**config.mk**
```make
export PLATFORM = sky130hd
export DESIGN_NAME = bounce_emulator
export DESIGN_NICKNAME = d
export VERILOG_FILES = /design/src/rtl/bounce_emulator.sv
export SDC_FILE = /design/constraint.sdc
export NUM_CORES = 1
export LEC_CHECK = 0
export ABC_AREA = 1
export CAP_MARGIN = 20
export CORE_ASPECT_RATIO = 0.6
export CORE_MARGIN = 4
export CORE_UTILIZATION = 49
export DETAILED_ROUTE_END_ITERATION = 8
export GPL_ROUTABILITY_DRIVEN = 0
export PLACE_DENSITY = 0.67
export SYNTH_ARGS = -nofsm -noshare
export SYNTH_HDL_FRONTEND = slang
export SYNTH_SLANG_ARGS = --single-unit
```
**constraint.sdc**
```tcl
create_clock -name clk -period 3.55 [get_ports clk]
set_input_delay 0.355 -clock clk [delete_from_list [all_inputs] [get_ports clk]]
set_output_delay 0.355 -clock clk [all_outputs]
set_load 0.05 [all_outputs]
```
**src/rtl/bounce_emulator.sv**
```systemverilog
// Contact-bounce generator: each accepted level change on clean becomes a burst of glitches, then a settle hold.
// Optional build macro BOUNCE_FIXED_WIDTH_EN makes every glitch/hold phase exactly MIN_W cycles wide.
module bounce_emulator #(
    parameter int          BOUNCES = 4,
    parameter int          MIN_W   = 2,
    parameter int          W_BITS  = 4,
    parameter int          SETTLE  = 16,
    parameter int          CBITS   = 8,
    parameter logic [15:0] SEED    = 16'hACE1
) (
    input  logic clk,
    input  logic reset,
    input  logic clean,
    input  logic bypass,
    output logic bouncy,
    output logic busy
);

    localparam int RBITS = (BOUNCES < 1) ? 1 : $clog2(BOUNCES + 1);

    typedef enum logic [1:0] {
        IDLE,
        HOLD,
        GLITCH,
        SETTLE_ST
    } state_e;

    state_e             state_q, state_d;
    logic               level_q, level_d;
    logic               bouncy_q, bouncy_d;
    logic               busy_q, busy_d;
    logic [CBITS-1:0]   cnt_q, cnt_d;
    logic [RBITS-1:0]   rem_q, rem_d;
    logic [CBITS-1:0]   phase_load;

`ifdef BOUNCE_FIXED_WIDTH_EN
    assign phase_load = CBITS'(MIN_W - 1);
`else
    logic [15:0] lfsr_q, lfsr_d;

    // Galois LFSR, taps 0xB400; the current value sizes any phase loaded this cycle.
    always_comb begin
        lfsr_d = {1'b0, lfsr_q[15:1]} ^ (lfsr_q[0] ? 16'hB400 : 16'h0000);
    end

    always_ff @(posedge clk or negedge reset) begin
        if (!reset) begin
            lfsr_q <= SEED;
        end else begin
            lfsr_q <= lfsr_d;
        end
    end

    assign phase_load = CBITS'(MIN_W - 1) + CBITS'(lfsr_q[W_BITS-1:0]);
`endif

    // NOTE: every signal gets its hold value first, so no path through this block can infer a latch.
    always_comb begin
        state_d  = state_q;
        level_d  = level_q;
        bouncy_d = bouncy_q;
        busy_d   = busy_q;
        cnt_d    = cnt_q;
        rem_d    = rem_q;

        if (bypass) begin
            state_d  = IDLE;
            level_d  = clean;
            bouncy_d = clean;
            busy_d   = 1'b0;
            cnt_d    = '0;
            rem_d    = '0;
        end else begin
            unique case (state_q)
                IDLE: begin
                    if (clean != level_q) begin
                        level_d  = clean;
                        bouncy_d = clean;
                        busy_d   = 1'b1;
                        rem_d    = RBITS'(BOUNCES);
                        if (BOUNCES == 0) begin
                            cnt_d   = CBITS'(SETTLE - 1);
                            state_d = SETTLE_ST;
                        end else begin
                            cnt_d   = phase_load;
                            state_d = HOLD;
                        end
                    end
                end
                HOLD: begin
                    if (cnt_q == '0) begin
                        bouncy_d = ~level_q;
                        cnt_d    = phase_load;
                        state_d  = GLITCH;
                    end else begin
                        cnt_d = cnt_q - CBITS'(1);
                    end
                end
                GLITCH: begin
                    if (cnt_q == '0) begin
                        bouncy_d = level_q;
                        rem_d    = rem_q - RBITS'(1);
                        if (rem_q == RBITS'(1)) begin
                            cnt_d   = CBITS'(SETTLE - 1);
                            state_d = SETTLE_ST;
                        end else begin
                            cnt_d   = phase_load;
                            state_d = HOLD;
                        end
                    end else begin
                        cnt_d = cnt_q - CBITS'(1);
                    end
                end
                SETTLE_ST: begin
                    if (cnt_q == '0) begin
                        busy_d  = 1'b0;
                        state_d = IDLE;
                    end else begin
                        cnt_d = cnt_q - CBITS'(1);
                    end
                end
                default: state_d = IDLE;
            endcase
        end
    end

    // NOTE: non-blocking assignments keep every flop sampling the pre-edge values of the others.
    always_ff @(posedge clk or negedge reset) begin
        if (!reset) begin
            state_q  <= IDLE;
            level_q  <= 1'b0;
            bouncy_q <= 1'b0;
            busy_q   <= 1'b0;
            cnt_q    <= '0;
            rem_q    <= '0;
        end else begin
            state_q  <= state_d;
            level_q  <= level_d;
            bouncy_q <= bouncy_d;
            busy_q   <= busy_d;
            cnt_q    <= cnt_d;
            rem_q    <= rem_d;
        end
    end

    assign bouncy = bouncy_q;
    assign busy   = busy_q;

endmodule

```
# Word level (Yosys, flattened, before mapping)
# Index checks and enable logic that the tools add are counted.
# W data, S select, Z words.
# word_totals
register_bits	32
in_bits	4
out_inout_bits	2
word_cells	65
# classes
n_addsub	3
eq_ne	10
n_mux	30
bitwise_logic	2
n_reduce_logical	13
# ops
operator	n
$mux W8	5
$pmux W8 S4	1
$mux W16	1
$xor A15 B16 Y16	1
$ne A3 B3 Y1 const B	5
$mux W2	6
$mux W1	9
$mux W3	3
$logic_not A8 Y1	1
$pmux W2 S4	1
$reduce_and A4 Y1	2
$sub A8 B1 Y8 const B	1
$pmux W3 S2	1
$reduce_and A3 Y1	2
$reduce_bool A3 Y1	2
$add A1 B4 Y5 const A	1
$mux W5	1
$eq A2 B2 Y1 const B	2
$reduce_and A2 Y1	2
$reduce_bool A2 Y1	2
$reduce_bool A4 Y1	1
$eq A3 B1 Y1 const B	1
$pmux W1 S3	1
$sub A3 B1 Y3 const B	1
other kinds (5)	5

# Depth between registers and ports, before layout
# logic_depth
depth_word	5
depth_mapped	11
ltp_nobuf	11

# Worst setup path before layout
# OpenSTA, ideal clock, no wires.
# synth_path
path_type	reg2reg
startpoint	register cnt_q[0]
endpoint	register cnt_q[5]
setup_time_ns	0.120
t_arrival_ns	1.464
t_required_ns	3.430
path_slack_ns	1.966
path_stages_with_launch	12
path_buffers	0
period_less_slack_ns	1.584
path_cell_list	dfrtp_1 > inv_1 > ha_1 > inv_1 > nor2_1 > nand2_2 > nor2_4 > nand3_1 > nand2_4 > inv_2 > nand3_1 > o21ai_2
# synth_between
elab_chain_len	4
# synth_rtl
element	line	source
start, declared	32	logic [CBITS-1:0] cnt_q, cnt_d;
start signal, assigned	141	cnt_q <= cnt_d;
$sub A8 B1 Y8 or $logic_not A8 Y1 (tied branches)	--	
$mux W8, on equally long branches	115, 100, 91	
$pmux W8 S4	74	unique case (state_q)
$mux W8	66	if (bypass) begin
# Several ways; a longest one is shown, not always the timed one. The select of a mux whose other input is x is not followed.
# A chain may end at the register's enable or synchronous reset.

# Worst setup path after layout
# layout_path
startpoint	register cnt_q[0]
endpoint	register cnt_q[1]
# Same word-level chain as after synthesis.

==> results.toml <==
[synthesis]
ys_seq_area_share_pct = 47.9
netlist_top_cells_count = "nand2_1 (57), inv_1 (27), dfrtp_1 (24), nand3_1 (23), nor2_1 (18)"
synth_edf_count = 0
ys_warn_count = 0
avgSynthCellArea_um2 = 8.10
synth.distinct_cells = 25
post-synth-top-area-cell = "dfrtp_1"
syn_inst = 209
syn_nets = 221
ys.flop_type = "dfrtp_1"
synth_area_um2 = 1690
yosysMostFrequentCell = "nand2_1"
synth-seq-cells = 32
synth_top_area_share_pct = 35.5
synthTopCellsByArea = "dfrtp_1 (35%), nand2_1 (13%), dfstp_2 (12%)"
postSynth.asyncResetShare_pct = 100

[worst_setup_path]
slowest_delay_ns = 0.38
crit_fanout = 8
worst_setup_path_start_kind = "flop"
crit_chain = "inv_1 -> ha_1 -> inv_1 -> nor2_1 -> nand2_2 -> nor2_4 -> nand3_1 -> nand2_4 -> nor2_4 -> nand3_1 -> nand2_1"
critical_path_class = "flop to flop"
crit_arrival_ns = 2.07
slowest_stage = "dfrtp_1"
required_ns = 3.72
end_kind = "flop"

[clock_tree]
h-tree-depth = 2
cts_buffer_depth = 2
ctsHoldBuffers = 0
clock_latency_ns = 0.29
clock-sinks = 32
clkTransAtPathRegs_ns = 0.06
cts_inserted_buffers = 5
root_buffer = "clkbuf_8"
post_cts_buffers = 0
cts_resized = 0
cts_tree = "done"

[route]
detail_route.wl_per_cell_um = 13.8
routed_wl_um = 3670
drtAntennaViolNets = 0
vias_per_cell = 5.30
drc_errors = 0
drt-initial-drc-count = 124
drt-pass1-iter-count = 6
vias = 1411

[cells_and_area]
final_layout_size_suffix_gt1_share_pct = 12.7
fin_nets = 232
n_antenna_cell = 0
area_growth_pct = 13.7

[floorplan]
start_util_pct = 51.6
dieArea_um2 = 4490
die_h_um = 53.5
io_pins = 6
rows = 16
die_x_um = 83.9
core_um2 = 3280

[grt]
grt_first_pass_wirelength_um = 6310
grt_pass1_vias = 1359
antenna_found_initial = 0
grt.overflow.total = 0
grt_max_degree = 33
grt.total_usage_pct = 18.5

[timing]
period_share_pct = 53.4
min_period_ns = 1.90
fin_ws_ns = 1.65
maxSlewHeadroom_pct = 67.2
slew_violations = 0
worstMarginPinSlew_ns = 0.490
fin_setup_tns_ns = 0
fmax_mhz = 527
skew_ns = 0.00974
finalHoldViolCount = 0
setup_viol = 0
rsz0062_at_grt = "false"

[place]
post-place-ws_ns = 1.60
port_buffers = 5
dpl.hpwl_um = 2740

[power_and_ir_drop]
p_per_area_nw_per_um2 = 872
p_leak_nw = 1.00
ir_worst_vdd_uv = 391

[job]
drv_cap = 0

[status]
status = "completed"

[worst_hold_path]
hp-class = "flop to flop"
## final cells by class
| type | instances | area [µm²] |
|---|---|---|
| Fill cell | 288 | 1360 |
| Sequential cell | 32 | 811 |
| Multi-Input combinational cell | 145 | 759 |
| Inverter | 30 | 115 |
| Clock buffer | 7 | 96.3 |
| Timing Repair Buffer | 6 | 57.6 |
| Tap cell | 45 | 56.3 |
| Clock inverter | 1 | 30.0 |
## worst max-delay path: cells and delay by family (launching register included)
kind                     cells  cell delay [ns]
buffers and inverters        2             0.24
flip-flops                   1             0.38
adder cells (fa/ha/maj)      1             0.23
AND/OR/NAND/NOR              8             0.93
## sequential cells by signal (all words and copies together), names as in the netlist
register	cells
bouncy	1
busy	1
cnt_q	8
level_q	1
lfsr_q	16
rem_q	3
state_q	2
## worst paths after layout
check / start / to / slack (ns) / cells after the start
max: cnt_q[0] / cnt_q[1] / 1.65 / 11
min: lfsr_q[8] / lfsr_q[7] / 0.35 / 0
max reg2reg: cnt_q[0] / cnt_q[1] / 1.65 / 11
min reg2reg: lfsr_q[8] / lfsr_q[7] / 0.35 / 0
max in group asynchronous: reset / lfsr_q[15] / 2.75 / 2
min in group asynchronous: reset / lfsr_q[1] / 0.46 / 2
## layout by cell type, fill, tap and decap left out, drive strengths merged, types with 6 or more instances in the layout
master,count
clkbuf,7
dfrtp,24
dfstp,8
ha,8
inv,30
nand2,59
nand3,24
nor2,22
o21ai,13
xor2,6
## stage by stage
stage	instances	utilization (%)	total power (W)	instance area (µm²)	hold WS, ns
after floorplan	209	-	0.00108	1690	0.0594
after global placement	258	54.8	0.00127	1800	0.333
after detailed placement	258	54.8	0.00129	1800	0.339
after CTS	266	58.7	0.00167	1930	0.355
after global routing	266	58.7	0.00182	1930	0.358
final	266	58.7	0.00168	1930	0.353
## report_power, final
part | switching (W) | internal, W | leakage, nW
registers | 0.0000563 | 0.000430 | 0.405
clock network | 0.000133 | 0.000247 | 0.0645
logic | 0.000562 | 0.000251 | 0.533
total | 0.000751 | 0.000928 | 1.00
## cells by family (layout without fill, tap and decap cells)
| family | after synthesis | in the layout | share of synthesized area [%] |
|---|---|---|---|
| and+or+nand+nor | 110 | 110 | 29.0 |
| DFF | 32 | 32 | 47.9 |
| buffers and inverters | 32 | 44 | 7.24 |
| AOI/OAI and AO/OA | 20 | 20 | 6.28 |
| adders and majority gates | 8 | 8 | 5.91 |
| xor gates and xnor gates | 7 | 7 | 3.62 |
## per-layer routing
layer	track usage, %	vias to the layer above	part of all wire (%)
met5	0	-	0
met4	6.68	0	1.2
met3	6.42	8	7.6
met2	26.4	57	41
met1	26.1	662	50
li1	-	684	-
No activity file was read; power rests on OpenSTA's default activity.
